$ cat config.mk
export PLATFORM = sky130hd
export DESIGN_NAME = cla_pipe16
export DESIGN_NICKNAME = d
export VERILOG_FILES = /design/src/rtl/cla_pkg.sv /design/src/rtl/cla_nib_slice.sv /design/src/rtl/cla_pipe16.sv
export SDC_FILE = /design/constraint.sdc
export NUM_CORES = 1
export LEC_CHECK = 0
export CORE_MARGIN = 3
export CORE_UTILIZATION = 54
export DETAILED_ROUTE_END_ITERATION = 7
export PLACE_DENSITY = 0.87
export RECOVER_POWER = 25
export SETUP_SLACK_MARGIN = 0.3
export SYNTH_ARGS = -nofsm -noshare
export SYNTH_HDL_FRONTEND = slang
export SYNTH_SLANG_ARGS = --single-unit
$ cat constraint.sdc
create_clock -name clk -period 2.25 [get_ports clk]
set_input_delay 0.675 -clock clk [delete_from_list [all_inputs] [get_ports clk]]
set_output_delay 0.675 -clock clk [all_outputs]
set_load 0.005 [all_outputs]
$ cat src/rtl/cla_pkg.sv
// cla_pkg: nibble types shared by the pipelined carry-lookahead adder
package cla_pkg;
  localparam int NIB_W = 4;
  typedef logic [NIB_W-1:0] nib_t;
endpackage

$ cat src/rtl/cla_nib_slice.sv
// cla_nib_slice: combinational 4-bit carry-lookahead slice
// Ports: a, b nibble operands; ci carry in; s nibble sum; co carry out; p/g group propagate/generate.
module cla_nib_slice
  import cla_pkg::*;
(
  input  nib_t a,
  input  nib_t b,
  input  logic ci,
  output nib_t s,
  output logic co,
  output logic p,
  output logic g
);
  nib_t pp, gg, c;
  assign pp = a ^ b;
  assign gg = a & b;
  assign c = {gg[2] | pp[2] & gg[1] | pp[2] & pp[1] & gg[0] | pp[2] & pp[1] & pp[0] & ci,
              gg[1] | pp[1] & gg[0] | pp[1] & pp[0] & ci,
              gg[0] | pp[0] & ci,
              ci};
  assign p = &pp;
  assign g = gg[3] | pp[3] & gg[2] | pp[3] & pp[2] & gg[1] | pp[3] & pp[2] & pp[1] & gg[0];
  assign co = g | p & ci;
  assign s = pp ^ c;
endmodule

$ cat src/rtl/cla_pipe16.sv
// cla_pipe16: pipelined WIDTH-bit adder resolving one lookahead nibble per stage
// Ports: clk, rst (sync, active-high); a, b, cin, in_valid -> in_ready;
//        sum, cout, out_valid <- out_ready; ovf only when CLA_PIPE_OVF_EN is defined.
module cla_pipe16
  import cla_pkg::*;
#(
  parameter int WIDTH = 16
) (
  input  logic             clk,
  input  logic             rst,
  input  logic [WIDTH-1:0] a,
  input  logic [WIDTH-1:0] b,
  input  logic             cin,
  input  logic             in_valid,
  output logic             in_ready,
  output logic [WIDTH-1:0] sum,
  output logic             cout,
  output logic             out_valid,
`ifdef CLA_PIPE_OVF_EN
  output logic             ovf,
`endif
  input  logic             out_ready
);
  localparam int STAGES = WIDTH / NIB_W;
  if (WIDTH % NIB_W != 0 || WIDTH < 2 * NIB_W) begin : g_bad_width
    $error("cla_pipe16: WIDTH must be a multiple of 4 and at least 8");
  end
  typedef struct packed {
    logic             valid;
    logic             carry;
    logic [WIDTH-1:0] sum;
  } stage_t;
  for (genvar k = 0; k < STAGES; k++) begin : g_stage
    // Unconsumed operand nibbles travel shifted down, so nibble k always sits at [3:0].
    localparam int OW = WIDTH - NIB_W * k;
    stage_t st_q, st_d;
    logic rdy, up_v, up_c, co;
    logic [OW-1:0] up_a, up_b;
    logic [WIDTH-1:0] up_s;
    nib_t s;
    if (k == 0) begin : g_src
      assign up_v = in_valid;
      assign up_c = cin;
      assign up_a = a;
      assign up_b = b;
      assign up_s = '0;
    end else begin : g_src
      assign up_v = g_stage[k-1].st_q.valid;
      assign up_c = g_stage[k-1].st_q.carry;
      assign up_a = g_stage[k-1].g_ops.a_q;
      assign up_b = g_stage[k-1].g_ops.b_q;
      assign up_s = g_stage[k-1].st_q.sum;
    end
    if (k == STAGES - 1) begin : g_rdy
      assign rdy = ~st_q.valid | out_ready;
    end else begin : g_rdy
      assign rdy = ~st_q.valid | g_stage[k+1].rdy;
    end
    cla_nib_slice u_slice (
      .a (up_a[NIB_W-1:0]),
      .b (up_b[NIB_W-1:0]),
      .ci(up_c),
      .s (s),
      .co(co),
      .p (),
      .g ()
    );
    // Data registers only move with a real transaction; bubbles just clear valid.
    assign st_d = up_v ? {1'b1, co, up_s | (WIDTH'(s) << (NIB_W * k))}
                       : {1'b0, st_q.carry, st_q.sum};
    always_ff @(posedge clk)
      if (rst) st_q <= '0;
      else if (rdy) st_q <= st_d;
    if (k < STAGES - 1) begin : g_ops
      logic [OW-NIB_W-1:0] a_q, b_q;
      always_ff @(posedge clk)
        if (rst) begin
          a_q <= '0;
          b_q <= '0;
        end else if (rdy && up_v) begin
          a_q <= up_a[OW-1:NIB_W];
          b_q <= up_b[OW-1:NIB_W];
        end
    end
`ifdef CLA_PIPE_OVF_EN
    if (k == STAGES - 1) begin : g_ovf
      logic ovf_q;
      // Carry into the msb is recovered as s^a^b at that bit.
      always_ff @(posedge clk)
        if (rst) ovf_q <= 1'b0;
        else if (rdy && up_v) ovf_q <= co ^ s[NIB_W-1] ^ up_a[NIB_W-1] ^ up_b[NIB_W-1];
    end
`endif
  end
  assign in_ready  = g_stage[0].rdy;
  assign out_valid = g_stage[STAGES-1].st_q.valid;
  assign sum       = g_stage[STAGES-1].st_q.sum;
  assign cout      = g_stage[STAGES-1].st_q.carry;
`ifdef CLA_PIPE_OVF_EN
  assign ovf = g_stage[STAGES-1].g_ovf.ovf_q;
`endif
endmodule

==> run metrics <==
outcome=completed; # IOs=56; vias per cell=5.20; FF-to-FF Start=g_stage[0].g_ops.a_q[0]; routed vias=3,303; CTS tree=built; initial antenna violation count=0; Critical Path AT=1.25 ns; Yosys reg bits=96; Die H=91.3 um; Post-Syn Area=0.00393 mm2; Overflow after GRT=0; Core Util, Final=0.695; post-route clock period utilization=0.857; Core ar.=0.00694 mm2; Top Usage Layer GRT=met2; Crit Path Class=in2out; final hold vios=0; Tightest Pin Transition=0.955 ns; Mapped Nets=537; clock skew=0.00773 ns; Tmin final=1.93 ns; Initial Util=0.566; CTS root buf=clkbuf_8; TritonRoute pass-1 iters=4; met1 global-route usage=0.246; Routed Antenna Nets=0; CTS buffer count=9; Clk Latency, worst-skew pair=0.36 ns; syn avg cell area=8.19 um2; clk slew on worst S/H paths=0.09 ns; hold_buf cts=0; fmax=0.519 GHz; worst reg2reg setup slack=0.58 ns; pwr/cell area=658 mW/mm2; reg2reg end=g_stage[2].up_s[7]; Reg2Reg Depth=4; share of layout cells above drive strength 1=0.0761; met2 usage=0.321; drt wl/cell=12.5 um; DR iter-0 viols=239; RSZ-0062 raised after global routing=true; Clock H-tree levels=3; worst rel slew slack=0.363; pin count of the biggest net entering global routing=93; total wire length=7920 um; Worst setup startpoint=out_ready; clk sinks=96; Layout fillers=571; Nets=592; Area Overhead vs Synth=22.7%; Die Wd=91.3 um; startpoint types=input port; Netlist cell types=29; Residual DRC=0; worst hold path type=reg2reg; CP endpoint=in_ready; Max VDD drop=399 uV; Worst EP required=1.57 ns; met3 usage=0.0323; Leakage=1.82 nW; Rows=30; GRT Overall Usage=0.194; Die ar.=0.00834 mm2; CP endpoint kind=output pin; hpwl dp=5680 um; RD Place Congestion=0.748; n_diodes=0; MaxCap Viol Count=0; Mapped Cells=480; final setup margin=0.323 ns; number of global-route vias before repair=2,971; synth warn=0; CP max FO=2; first-pass GRT wire length=13,100 um; sequential-to-total area share from yosys stat=0.489; Buffers on Ports=55; post-place setup slack=-0.351 ns; Clock Tree Buf Depth=2; max-slew violations=0; setup violators final=0
-- cells in the final DEF, fill, tap and decap left out, types with 4 or more instances in the layout --
cell type | netlist | routed
a21o_1 | 5 | 5
clkdlybuf4s50_1 | 0 | 49
ha_1 | 16 | 16
xnor2_1 | 4 | 4
nand2_1 | 160 | 160
o21bai_1 | 5 | 5
clkbuf_8 | 0 | 9
buf_12 | 0 | 5
buf_4 | 2 | 10
a21oi_1 | 87 | 87
nor2_1 | 13 | 13
a211oi_1 | 11 | 10
fa_1 | 4 | 4
dfxtp_1 | 96 | 96
inv_1 | 16 | 16
nand3_1 | 11 | 11
o21ai_0 | 8 | 8
-- worst min-delay path by stage --
stage	from	end	slack [ns]	cells past startpoint
floorplan	g_stage[1].up_s[3]	g_stage[2].up_s[3]	0.43	2
global placement	g_stage[2].up_s[1]	g_stage[3].up_s[1]	0.44	2
detailed placement	g_stage[3].up_s[0]	sum[0]	0.44	2
CTS	g_stage[1].up_s[0]	g_stage[2].up_s[0]	0.45	2
global route	g_stage[1].g_ops.a_q[6]	g_stage[2].g_ops.a_q[2]	0.47	2
finish	g_stage[1].up_s[0]	g_stage[2].up_s[0]	0.45	2
-- synthesized netlist by cell type --
cell type	instances	area (um2)
nand2_1	160	601
dfxtp_1	96	1920
a21oi_1	87	435
ha_1	16	200
inv_1	16	60.1
nor2_1	13	48.8
buf_2	12	60.1
a211oi_1	11	82.6
clkbuf_1	11	41.3
nand3_1	11	55.1
o21ai_0	8	40.0
a21o_1	5	37.5
o21bai_1	5	37.5
fa_1	4	80.1
xnor2_1	4	35.0
o311ai_0	3	26.3
o41ai_1	3	26.3
and2_1	2	12.5
buf_4	2	15.0
buf_6	2	22.5
a21boi_2	1	11.3
and4b_4	1	13.8
nand2b_1	1	6.26
nand3b_1	1	7.51
nand4b_2	1	15.0
nor2_2	1	6.26
o21ai_4	1	16.3
o221a_2	1	11.3
or2_2	1	6.26
-- worst max-delay path: stages --
cell and delay [ns]:
clkbuf_2 0.09, and4b_4 0.31, nand2_1 0.05, buf_2 0.13
-- layer usage --
metal  wire length, um  share of wire
met2              3770           0.48
met4               125          0.016
met5                 0              0
met3               389          0.049
met1              3640           0.46
-- through the flow --
stage | TNS, ns | instance area (um2) | hold WS [ns] | std cells | power (mW)
floorplan | 0 | 3930 | 0.432 | 480 | 2.00
global placement | -0.462 | 4650 | 0.440 | 619 | 2.12
detailed placement | -0.984 | 4650 | 0.445 | 619 | 2.13
CTS | 0 | 4840 | 0.452 | 635 | 3.19
global route | 0 | 4820 | 0.474 | 635 | 3.30
finish | 0 | 4820 | 0.451 | 635 | 3.17
-- repair_timing --
action	CTS	global route
endpoints found under the setup margin	3	3
setup buffers	1	0
pin swaps	1	4
gates resized for setup	8	3
-- where the power goes --
| group | total (mW) | switching, mW | internal (mW) |
|---|---|---|---|
| Combinational | 0.312 | 0.159 | 0.152 |
| Clock | 1.08 | 0.574 | 0.503 |
| Sequential | 1.78 | 0.0332 | 1.75 |
-- final cells by class --
cell class | count | area [um2] | area share
Timing Repair Buffer | 71 | 721 | 0.149
Sequential cell | 96 | 1920 | 0.398
Clock inverter | 6 | 61.3 | 0.0127
Tap cell | 96 | 120 | 0.0249
Multi-Input combinational cell | 341 | 1820 | 0.377
Inverter | 16 | 60.1 | 0.0124
Clock buffer | 9 | 124 | 0.0257
-- sequential cells by signal, indices dropped and copies added (netlist names) --
name               cells
out_valid              1
cout                   1
g_stage.g_ops.a_q     24
g_stage.up_s          24
g_stage.g_ops.b_q     24
sum                   16
g_stage.up_v           3
g_stage.up_c           3
-- cells by family after synthesis --
group | Yosys count | synth area share
flip-flops | 96 | 0.489
buffers and inverters | 43 | 0.0506
XOR/XNOR | 4 | 0.00891
AND/OR/NAND/NOR | 192 | 0.196
adder cells (fa/ha/maj) | 20 | 0.0713
AO/OA/AOI/OAI | 125 | 0.184
Power figures use the tool's default switching activity.
